### src/rtl/des_pkg.sv
// Shared DES key-schedule types and constants: PC-1, PC-2, the per-round shift schedule
// and a 28-bit rotate used on the C and D halves.
package des_pkg;

   typedef logic [0:47]       subkey_t;
   typedef logic [0:27]       half_t;
   typedef logic [0:15][0:47] round_keys_t;

   typedef enum logic [1:0] {IDLE, GEN, DONE} state_t;

   // Table entries are 1-based DES bit positions.
   localparam int unsigned PC1_TABLE [0:55] = '{
      57, 49, 41, 33, 25, 17,  9,
       1, 58, 50, 42, 34, 26, 18,
      10,  2, 59, 51, 43, 35, 27,
      19, 11,  3, 60, 52, 44, 36,
      63, 55, 47, 39, 31, 23, 15,
       7, 62, 54, 46, 38, 30, 22,
      14,  6, 61, 53, 45, 37, 29,
      21, 13,  5, 28, 20, 12,  4
   };

   localparam int unsigned PC2_TABLE [0:47] = '{
      14, 17, 11, 24,  1,  5,
       3, 28, 15,  6, 21, 10,
      23, 19, 12,  4, 26,  8,
      16,  7, 27, 20, 13,  2,
      41, 52, 31, 37, 47, 55,
      30, 40, 51, 45, 33, 48,
      44, 49, 39, 56, 34, 53,
      46, 42, 50, 36, 29, 32
   };

   localparam int unsigned SHIFT_SCHED [0:15] = '{
      1, 1, 2, 2, 2, 2, 2, 2, 1, 2, 2, 2, 2, 2, 2, 1
   };

   // Rotate left toward bit 0 within a 28-bit half.
   function automatic half_t rotl28(input half_t h, input int unsigned s);
      half_t r;
      r = '0;
      for (int unsigned i = 0; i < 28; i++) begin
         r[i] = h[5'((i + s) % 28)];
      end
      return r;
   endfunction

endpackage

### src/rtl/des_pc2.sv
// PC-2 compression permutation: 56-bit {C,D} to one 48-bit round subkey.
module des_pc2
   import des_pkg::*;
(
   input  logic [0:55] cd,
   output subkey_t     subkey
);

   // Eight bit positions of {C,D} are dropped by PC-2.
   logic unused_cd;
   assign unused_cd = ^{cd[8], cd[17], cd[21], cd[24], cd[34], cd[37], cd[42], cd[53]};

   always_comb begin
      subkey = '0;
      for (int unsigned i = 0; i < 48; i++) begin
         subkey[i] = cd[6'(PC2_TABLE[i] - 1)];
      end
   end

endmodule

### src/rtl/des_key_schedule.sv
// Iterative DES key schedule: one subkey per cycle into a 16-slot array held stable
// for the cipher core; decrypt reverses slot order.
module des_key_schedule
   import des_pkg::*;
(
   input  logic        clk,
   input  logic        rst,
   input  logic [0:63] key_in,
   input  logic        decrypt,
   input  logic        key_valid_in,
   output logic        key_ready,
   output round_keys_t round_keys,
   output logic        keys_valid
);

   state_t      state_q, state_d;
   half_t       c_q, d_q, c_nxt, d_nxt;
   logic [0:55] pc1_cd;
   logic [3:0]  cnt_q;
   logic [3:0]  slot_idx;
   logic        dir_q;
   logic        accept;
   round_keys_t slots_q;
   subkey_t     subkey;

   logic unused_parity;
   assign unused_parity = ^{key_in[7], key_in[15], key_in[23], key_in[31],
                            key_in[39], key_in[47], key_in[55], key_in[63]};

   always_comb begin
      pc1_cd = '0;
      for (int unsigned i = 0; i < 56; i++) begin
         pc1_cd[i] = key_in[6'(PC1_TABLE[i] - 1)];
      end
   end

   assign accept   = key_valid_in && (state_q != GEN);
   assign c_nxt    = rotl28(c_q, SHIFT_SCHED[cnt_q]);
   assign d_nxt    = rotl28(d_q, SHIFT_SCHED[cnt_q]);
   assign slot_idx = dir_q ? (4'd15 - cnt_q) : cnt_q;

   des_pc2 u_pc2 (
      .cd     ({c_nxt, d_nxt}),
      .subkey (subkey)
   );

   always_ff @(posedge clk) begin
      if (rst) begin
         state_q <= IDLE;
      end else begin
         state_q <= state_d;
      end
   end

   always_comb begin
      state_d = state_q;
      unique case (state_q)
         IDLE, DONE: if (key_valid_in)  state_d = GEN;
         GEN:        if (cnt_q == 4'd15) state_d = DONE;
         default:    state_d = IDLE;
      endcase
   end

   always_comb begin
      key_ready  = (state_q != GEN);
      keys_valid = (state_q == DONE);
   end

   always_ff @(posedge clk) begin
      if (rst) begin
         c_q     <= '0;
         d_q     <= '0;
         cnt_q   <= '0;
         dir_q   <= 1'b0;
         slots_q <= '0;
      end else if (accept) begin
         c_q   <= pc1_cd[0:27];
         d_q   <= pc1_cd[28:55];
         dir_q <= decrypt;
         cnt_q <= '0;
      end else if (state_q == GEN) begin
         c_q               <= c_nxt;
         d_q               <= d_nxt;
         slots_q[slot_idx] <= subkey;
         cnt_q             <= cnt_q + 4'd1;
      end
   end

   assign round_keys = slots_q;

endmodule

### config.mk
export PLATFORM = sky130hd
export DESIGN_NAME = des_key_schedule
export DESIGN_NICKNAME = d
export VERILOG_FILES = /design/src/rtl/des_pkg.sv /design/src/rtl/des_pc2.sv /design/src/rtl/des_key_schedule.sv
export SDC_FILE = /design/constraint.sdc
export NUM_CORES = 1
export LEC_CHECK = 0
export ABC_AREA = 1
export ABC_CLOCK_PERIOD_IN_PS = 2100
export BUFFER_PORTS_ARGS = -buffer_cell sky130_fd_sc_hd__buf_4
export CAP_MARGIN = 0
export CELL_PAD_IN_SITES_DETAIL_PLACEMENT = 2
export CELL_PAD_IN_SITES_GLOBAL_PLACEMENT = 2
export CORE_MARGIN = 2
export CORE_UTILIZATION = 26
export CTS_CLUSTER_SIZE = 8
export DETAILED_ROUTE_END_ITERATION = 16
export PLACE_DENSITY_LB_ADDON = 0.25
export SLEW_MARGIN = 5
export SYNTH_ARGS = -nofsm -noshare
export SYNTH_HDL_FRONTEND = slang
export SYNTH_SLANG_ARGS = --single-unit
### constraint.sdc
create_clock -name clk -period 2.1 [get_ports clk]
set_input_delay 0.105 -clock clk [delete_from_list [all_inputs] [get_ports clk]]
set_output_delay 0.105 -clock clk [all_outputs]
set_load 0.02 [all_outputs]
==> results of run 1 <==
-- cell usage after synthesis, drive strengths merged --
| cell | number | area share |
|---|---|---|
| a21oi | 61 | 0.0098 |
| o21ai | 818 | 0.13 |
| nor4 | 1 | 0.00020 |
| clkbuf | 189 | 0.024 |
| xor2 | 4 | 0.0021 |
| buf | 192 | 0.042 |
| nand4 | 8 | 0.0016 |
| and2 | 48 | 0.0096 |
| nand3 | 75 | 0.013 |
| nor2 | 1576 | 0.19 |
| xnor2 | 4 | 0.0014 |
| o21a | 1 | 0.00024 |
| inv | 131 | 0.016 |
| dfxtp | 831 | 0.53 |
| ha | 2 | 0.00080 |
| nor3 | 1 | 0.00016 |
| nand2 | 180 | 0.023 |
-- worst max path at each step --
stage / endpoint / slack (ps) / depth (start not counted)
2_1_floorplan: round_keys[256] / 120 / 13
3_3_place_gp: round_keys[246] / -60 / 10
3_5_place_dp: round_keys[246] / -80 / 10
4_1_cts: round_keys[640] / 20 / 8
5_1_grt: round_keys[723] / -30 / 11
6_report: round_keys[51] / 80 / 11
-- flip-flops by register name, indices dropped and copies added (netlist names) --
register    count
c_q            28
cnt_q           4
d_q            28
dir_q           1
round_keys    768
state_q         2
-- cell families after synthesis --
kind of cell / Yosys count / share of synthesized area
buffers and inverters: 512 / 0.08272
xor gates and xnor gates: 8 / 0.003445
adders and majority gates: 2 / 0.0008010
DFF: 831 / 0.5326
AOI/OAI and AO/OA: 880 / 0.1414
and+or+nand+nor: 1889 / 0.2390
-- metal layers --
layer / wire (µm) / track usage / vias up
met5: 73 / 0 / -
met4: 7718 / 0.1150 / 12
met1: 66030 / 0.3069 / 15980
met2: 79160 / 0.4403 / 899
li1: - / - / 14540
met3: 11010 / 0.05986 / 283
-- what timing repair did --
item / 4_1_cts / 5_1_grt
pin swaps: 1 / 7
hold endpoints to repair: 92 / 0
setup buffers: 2 / 3
hold buffers: 59 / 0
setup endpoints to repair: 44 / 445
gates resized for setup: 8 / 16
gates cloned: 0 / 1
-- report_power, final --
group	internal, W	switching [W]
registers	0.0162	0.000207
logic	0.00139	0.00281
clock network	0.00958	0.00719
total	0.0272	0.0102
-- cell type report --
cell class              count  area [µm²]
well taps                1612        2017
inverters                 131       501.7
clock buffers             119        2882
repair buffers           1061        9243
fillers                 13650       75830
diodes                      8       20.02
flip-flops and latches    831       16640
multi-input cells        2779       12200
clock inverters             8       152.6
-- stage by stage --
step / hold WS (ps) / cells / total power [W] / TNS [ps] / utilization
3_3_place_gp: 390.3 / 6349 / 0.02074 / -58.18 / 0.3333
3_5_place_dp: 396.9 / 6349 / 0.02081 / -212.1 / 0.3333
6_report: 311.1 / 6549 / 0.03737 / 0 / 0.3654
4_1_cts: 252.3 / 6537 / 0.03779 / 0 / 0.3641
2_1_floorplan: 252.1 / 4122 / 0.01866 / 0 / -
5_1_grt: 283.9 / 6544 / 0.03875 / -181.0 / 0.3653
-- tightest hold or removal path: cells and delay by family --
family	cells	cell delay, ps
simple gates	1	90
buf+inv	2	650
compound gates	1	100
==> impl_metrics.py, run 1 <==
metrics = {
    "synth": {
        "syn_area_per_cell_um2": 7.578,
        "syn-num-nets": 4192,
        "yosysWarningCount": 0,
        "syn_inst": 4122,
        "syn_area_um2": 31240,
        "yosysSeqAreaShare": 0.5326,
        "synth_cell_type_count": 33,
        "synth_seq_cells": 831,
    },
    "final_layout": {
        "area_growth_pct": 39.78,
        "layout.nets": 4988,
        "drive_gt1_frac": 0.2469,
        "final_area_um2": 43660,
        "layout_common_cells": "nor2_1, buf_4, dfxtp_1, o21ai_0, nand2_1",
        "final_common_cell": "nor2_1",
    },
    "sta": {
        "setup-violations-final": 0,
        "finalCritPeriodShare": 0.9639,
        "layout_min_cycle_time_ps": 2024,
        "worst_pin_slew_ps": 773.3,
        "max_freq_ghz": 0.4940,
        "rsz0062_at_grt": "yes",
        "fin_skew_ps": 42.37,
        "slew_violations": 0,
        "hold_violations": 0,
        "max_slew_margin": 0.4845,
        "final.setup.worst_slack_ps": 75.74,
    },
    "clock_network": {
        "insertion_delay_ps": 720,
        "cts_tree": "done",
        "cts_buffers": 114,
        "clock-root-buffer": "clkbuf_16",
        "cts_buffer_depth": 3,
        "clock_sinks": 831,
        "cts-htree-levels": 3,
        "clk_pin_slew_ps": 50,
    },
    "drt": {
        "initialDrtViolationCount": 1981,
        "vias": 31720,
        "wl_per_cell_um": 25.04,
        "vias_per_cell": 4.843,
        "dr.pass1.iters": 6,
        "antenna_left": 0,
        "wl_um": 164000,
        "drc": 0,
    },
    "global_routing": {
        "antenna_found_initial": 17,
        "grt_overflow_total": 0,
        "grtUsageTotal": 0.2578,
        "grt_max_degree": 125,
        "grt_pass1_vias": 33110,
        "grt_pass1_wl_um": 234000,
    },
    "run_status": {
        "status": "completed",
    },
    "die": {
        "die_h_um": 350.6,
        "die_area_um2": 122900,
        "ios": 838,
        "num_rows": 127,
        "initial_core_util": 0.2614,
        "core-area_um2": 119500,
        "die_width_um": 350.6,
    },
    "power_and_ir_drop": {
        "ir_worst_vdd_mv": 0.7022,
        "power_density_nw_per_um2": 855.9,
        "power.leakage_nw": 20.84,
    },
    "placed_design": {
        "dp_slack_ps": -76.08,
        "io_buffers": 829,
        "gp_congestion": 0.7781,
        "dpl_cell_area_um2": 39820,
        "hpwl_um": 111000,
    },
    "worst_setup_path": {
        "critPathLaunchType": "flip-flop",
        "r2r_start": "cnt_q[0]",
        "cp_max_fo": 16,
        "path_cells": "inv_1 -> ha_4 -> nand3_4 -> nand3_4 -> buf_12 -> buf_12 -> nand2_1 -> and2_2 -> buf_12 -> nor2_1 -> nor2_1",
        "crit_slowest_cell": "dfxtp_2",
        "worstSetupEndpointType": "flip-flop",
        "critical_path_class": "flip-flop to flip-flop",
        "cp.arrival_ps": 2590,
        "crit_top_cell": "buf_12",
        "cp.required_ps": 2670,
        "path_delay_family": "simple AND/OR/NAND/NOR gates",
        "crit_start": "cnt_q[0]",
        "slowest_delay_ps": 340,
        "reg2reg_to": "round_keys[51]",
        "ff2ff_setup_slack_ps": 80,
        "r2r_cells": 11,
        "critPathBufInv": 4,
    },
    "min_path": {
        "hold_end": "dir_q",
        "hold_depth": 4,
        "min_path_type": "primary input to flip-flop",
        "hp-start": "decrypt",
    },
    "job": {
        "drv_cap": 0,
    },
}
Note: power is estimated with default switching activity, not from simulation.
==> run 2, diff against run 1 <==
--- a/config.mk
+++ b/config.mk
@@ -15,7 +15,7 @@
 export CORE_UTILIZATION = 26
 export CTS_CLUSTER_SIZE = 8
 export DETAILED_ROUTE_END_ITERATION = 16
-export PLACE_DENSITY_LB_ADDON = 0.25
+export PLACE_DENSITY = 0.83
 export SLEW_MARGIN = 5
 export SYNTH_ARGS = -nofsm -noshare
 export SYNTH_HDL_FRONTEND = slang
==> constraint.sdc (replaced) <==
create_clock -name clk -period 2.1 [get_ports clk]
set_input_delay 0 -clock clk [delete_from_list [all_inputs] [get_ports clk]]
set_output_delay 0 -clock clk [all_outputs]
set_load 0.02 [all_outputs]
==> impl_metrics.py, run 2 (synthesis gave the netlist of run 1 again) <==
metrics = {
    "clock_network": {
        "cts-htree-levels": 3,
        "clock-root-buffer": "clkbuf_16",
        "clk_pin_slew_ps": 60,
        "cts_tree": "done",
        "clock_sinks": 831,
        "cts_buffer_depth": 3,
        "cts_buffers": 114,
        "insertion_delay_ps": 730,
    },
    "drt": {
        "antenna_left": 0,
        "dr.pass1.iters": 5,
        "vias_per_cell": 4.984,
        "vias": 32600,
        "wl_per_cell_um": 25.58,
        "initialDrtViolationCount": 1908,
        "wl_um": 167300,
        "drc": 0,
    },
    "sta": {
        "fin_skew_ps": 60.10,
        "layout_min_cycle_time_ps": 2060,
        "max_slew_margin": 0.4222,
        "finalCritPeriodShare": 0.9809,
        "setup-violations-final": 0,
        "worst_pin_slew_ps": 866.7,
        "finalSetupTns_ps": 0,
        "hold_violations": 0,
        "rsz0062_at_grt": "yes",
        "max_freq_ghz": 0.4854,
        "slew_violations": 0,
    },
    "die": {
        "die_area_um2": 122900,
        "die_width_um": 350.6,
        "die_h_um": 350.6,
        "ios": 838,
        "core-area_um2": 119500,
        "initial_core_util": 0.2614,
        "num_rows": 127,
    },
    "power_and_ir_drop": {
        "power.leakage_nw": 20.86,
        "power_density_nw_per_um2": 857.4,
        "ir_worst_vdd_mv": 0.6321,
    },
    "final_layout": {
        "final_common_cell": "nor2_1",
        "drive_gt1_frac": 0.2457,
        "layout.nets": 4983,
        "layout_common_cells": "nor2_1, buf_4, dfxtp_1, o21ai_0, nand2_1",
        "largest_reg_flops": 768,
        "area_growth_pct": 39.99,
        "fin_util": 0.3659,
    },
    "worst_setup_path": {
        "reg2reg_to": "round_keys[440]",
        "r2r_start": "dir_q",
        "critical_path_class": "flip-flop to flip-flop",
        "r2r_cells": 8,
        "cp.required_ps": 2700,
        "ff2ff_setup_slack_ps": 40,
        "critPathLaunchType": "flip-flop",
        "cp.arrival_ps": 2660,
        "worstSetupEndpointType": "flip-flop",
        "cp_max_fo": 24,
    },
    "run_status": {
        "status": "completed",
    },
    "min_path": {
        "hold_end": "c_q[15]",
        "hold_depth": 6,
        "hp-start": "key_in[25]",
        "min_path_type": "primary input to flip-flop",
    },
    "global_routing": {
        "grt_overflow_total": 0,
        "grtUsageTotal": 0.2603,
        "grt_max_degree": 177,
        "grt_pass1_wl_um": 239300,
        "grt_pass1_vias": 35170,
        "antenna_found_initial": 9,
    },
    "placed_design": {
        "io_buffers": 829,
        "gp_congestion": 0.8017,
        "hpwl_um": 110600,
    },
    "job": {
        "drv_cap": 0,
    },
}
==> run 2: repair_timing <==
action	4_1_cts	5_1_grt
buffers inserted	1	6
gates cloned	0	2
hold buffers	60	0
endpoints found under the setup margin	27	564
resized for setup	3	28
pin swaps	1	6
endpoints found under the hold margin	171	0
==> run 2: area by class of cell <==
type / instances / area [µm²]
multi-input combinational: 2780 / 12220
fill: 13630 / 75770
antenna: 4 / 10.01
timing repair buffer: 1055 / 9276
tap: 1612 / 2017
clock buffer: 119 / 2882
clock inverter: 8 / 177.7
inverter: 131 / 504.2
sequential: 831 / 16640
==> run 2: worst max-delay path by stage <==
stage	endpoint	cells after the start	start
final	round_keys[440]	8	dir_q
after global routing	round_keys[532]	11	cnt_q[0]
after CTS	round_keys[707]	8	dir_q
after detailed placement	round_keys[690]	8	dir_q
after global placement	round_keys[54]	11	cnt_q[0]
after floorplan	round_keys[256]	13	cnt_q[0]
==> run 2: critical path: stages, from the launching register on <==
cell     delay, ps
dfxtp_1        390
buf_12         190
xnor2_1        190
nand3_1        120
buf_4          190
nor2_4         170
buf_4          320
o21ai_0        180
nor2_1         200
==> run 2: report_power, final <==
| part | leakage (nW) | internal (W) | switching, W |
|---|---|---|---|
| clock | 1.49 | 0.00961 | 0.00727 |
| combinational | 12.7 | 0.00139 | 0.00282 |
| sequential | 6.72 | 0.0162 | 0.000226 |
==> run 2: metal layers <==
metal / part of all wire / vias up / track usage / routed length, µm
li1: - / 14510 / - / -
met1: 0.40 / 16610 / 0.3073 / 67390
met2: 0.48 / 1098 / 0.4428 / 80500
met3: 0.063 / 381 / 0.05795 / 10510
met4: 0.053 / 2 / 0.1312 / 8862
met5: 0.000090 / - / 0 / 15
==> run 2: per-stage QoR <==
stage / total power (W) / worst slack [ps] / std cells / hold slack (ps) / instance area (µm²)
5_1_grt: 0.03874 / -32.59 / 6537 / 215.2 / 43720
3_5_place_dp: 0.02074 / -51.94 / 6340 / 328.2 / 39810
3_3_place_gp: 0.02063 / 27.85 / 6340 / 319.0 / 39810
2_1_floorplan: 0.01866 / 124.8 / 4122 / 147.1 / 31240
4_1_cts: 0.03778 / 2.308 / 6528 / 147.5 / 43500
6_report: 0.03749 / 40.02 / 6540 / 216.7 / 43730
==> run 3, diff against run 2 <==
--- a/config.mk
+++ b/config.mk
@@ -15,6 +15,7 @@
 export CORE_UTILIZATION = 26
 export CTS_CLUSTER_SIZE = 8
 export DETAILED_ROUTE_END_ITERATION = 16
+export GPL_TIMING_DRIVEN = 0
 export PLACE_DENSITY = 0.83
 export SLEW_MARGIN = 5
 export SYNTH_ARGS = -nofsm -noshare
==> impl_metrics.py, run 3 (synthesis gave the netlist of run 1 again) <==
metrics = {
    "run_status": {
        "status": "finished, violations left",
        "violations": "setup timing",
    },
    "final_layout": {
        "layout.cells.non_filler": 6897,
        "layout.nets": 5342,
        "layout_common_cells": "nor2_1, buf_4, dfxtp_1, o21ai_0",
        "drive_gt1_frac": 0.3390,
        "final_common_cell": "nor2_1",
        "largest_reg_flops": 768,
        "area_growth_pct": 55.57,
    },
    "clock_network": {
        "clk_pin_slew_ps": 60,
        "insertion_delay_ps": 720,
        "cts-htree-levels": 3,
        "cts_buffers": 114,
        "clock_sinks": 831,
        "clock-root-buffer": "clkbuf_16",
        "cts_tree": "done",
        "cts_buffer_depth": 3,
    },
    "worst_setup_path": {
        "crit_slowest_cell": "dfxtp_2",
        "path_cells": "buf_6 -> inv_8 -> ha_4 -> nand3_4 -> nand3_4 -> buf_12 -> clkbuf_16 -> nand2_1 -> and2_4 -> buf_8 -> buf_12 -> nor2_1 -> nor2_1",
        "critical_path_class": "flip-flop to flip-flop",
        "critPathBufInv": 6,
        "cp.required_ps": 2720,
        "cp_max_fo": 10,
        "critPathLaunchType": "flip-flop",
        "slowest_delay_ps": 340,
        "worstSetupEndpointType": "flip-flop",
        "ff2ff_setup_slack_ps": -160,
        "path_delay_family": "buffers and inverters",
        "cp.arrival_ps": 2880,
    },
    "drt": {
        "wl_per_cell_um": 30.87,
        "vias": 35940,
        "antenna_left": 0,
        "dr.pass1.iters": 7,
        "initialDrtViolationCount": 2568,
        "wl_um": 212900,
        "drc": 0,
        "vias_per_cell": 5.211,
    },
    "power_and_ir_drop": {
        "power_density_nw_per_um2": 809.8,
        "netSwitchingFraction": 0.2908,
        "pwr-share-comb": 0.148,
        "p_seq_frac": 0.419,
        "power.leakage_nw": 22.40,
        "intPower_w": 0.02791,
        "clkPwrFrac": 0.434,
        "p_sw_w": 0.01144,
        "ir_worst_vdd_mv": 0.6328,
    },
    "sta": {
        "slew_violations": 0,
        "hold_slack_ps": 193.8,
        "hold_violations": 0,
        "max_freq_ghz": 0.4431,
        "final.setup.worst_slack_ps": -156.8,
        "layout_min_cycle_time_ps": 2257,
        "fin_skew_ps": 36.44,
        "finalCritPeriodShare": 1.075,
        "setup-violations-final": 346,
        "max_slew_margin": 0.1554,
        "finalSetupTns_ps": -15670,
        "rsz0062_at_grt": "yes",
        "worst_pin_slew_ps": 1267,
    },
    "global_routing": {
        "grt_overflow_total": 0,
        "antenna_found_initial": 9,
        "grt_pass1_vias": 37530,
        "grtUsageTotal": 0.3027,
        "grt_pass1_wl_um": 269200,
        "grt_max_degree": 17,
    },
    "die": {
        "core-area_um2": 119500,
        "initial_core_util": 0.2614,
        "num_rows": 127,
        "die_width_um": 350.6,
        "die_h_um": 350.6,
        "ios": 838,
        "die_area_um2": 122900,
    },
    "placed_design": {
        "gp_congestion": 0.8626,
        "io_buffers": 828,
        "dpl.cell_count": 6562,
        "hpwl_um": 134100,
    },
    "min_path": {
        "min_path_type": "primary input to flip-flop",
    },
    "job": {
        "drv_cap": 0,
    },
}
-- run 3: changes by cell type in the layout (fill, tap and decap cells not counted), moves of 22 or more --
cell / before / now
nor2_1: 1546 / 1306
clkbuf_2: 0 / 38
nor2_2: 12 / 129
clkbuf_1: 4 / 97
buf_2: 0 / 24
nand2_1: 166 / 137
buf_8: 1 / 25
and2_1: 42 / 3
o21ai_0: 742 / 720
and2_4: 2 / 45
clkbuf_16: 115 / 141
nor2_4: 18 / 141
buf_4: 895 / 942
buf_6: 6 / 71
-- run 3: repair_timing --
item	in CTS	in global routing
setup endpoints to repair	789	756
hold endpoints to repair	59	0
hold buffers	62	0
resized for setup	416	711
gates cloned	12	25
setup buffers	77	78
pin swaps	32	169
-- run 3: final timing paths --
check             startpoint              end  cells after the start
setup / recovery    cnt_q[1]  round_keys[168]                     13
hold reg to reg      d_q[21]          d_q[21]                      2
setup reg to reg    cnt_q[1]  round_keys[168]                     13
hold / removal    key_in[25]          c_q[15]                      6
-- run 3: worst min-delay path: cells and delay by family --
family                 cells  cell delay, ps
buffers and inverters      3             660
AO/OA/AOI/OAI              2             160
AND/OR/NAND/NOR            1              40
-- run 3: layout make-up --
type | count | area [µm²]
clock buffers | 119 | 2872
diodes | 4 | 10.01
flip-flops and latches | 831 | 16640
clock inverters | 6 | 107.6
well taps | 1612 | 2017
multi-input cells | 2779 | 13880
inverters | 131 | 511.7
fillers | 13170 | 70900
repair buffers | 1077 | 9384
plain buffers | 338 | 3164
-- run 3: routing by layer --
layer | global-route usage | share of wire
met1 | 0.3502 | 0.38
met2 | 0.5145 | 0.48
met3 | 0.07263 | 0.076
met4 | 0.1639 | 0.065
met5 | 0 | 0.000052
-- run 3: through the flow --
step	area [µm²]	util	power [W]	setup WS [ps]
floorplan	31240	-	0.01866	124.8
global placement	39470	0.3303	0.02067	-916.2
detailed placement	39470	0.3303	0.02080	-1066
CTS	45400	0.3800	0.03831	-46.85
global route	48590	0.4066	0.04026	-178.2
finish	48600	0.4067	0.03935	-156.8
-- run 3: power groups by stage --
stage / Sequential (W) / Combinational, W / Clock (W)
after floorplan: 0.0171 / 0.00161 / 0
after global placement: 0.0167 / 0.00394 / 0
after detailed placement: 0.0168 / 0.00405 / 0
after CTS: 0.0164 / 0.00487 / 0.0170
after global routing: 0.0165 / 0.00600 / 0.0178
final: 0.0165 / 0.00582 / 0.0171
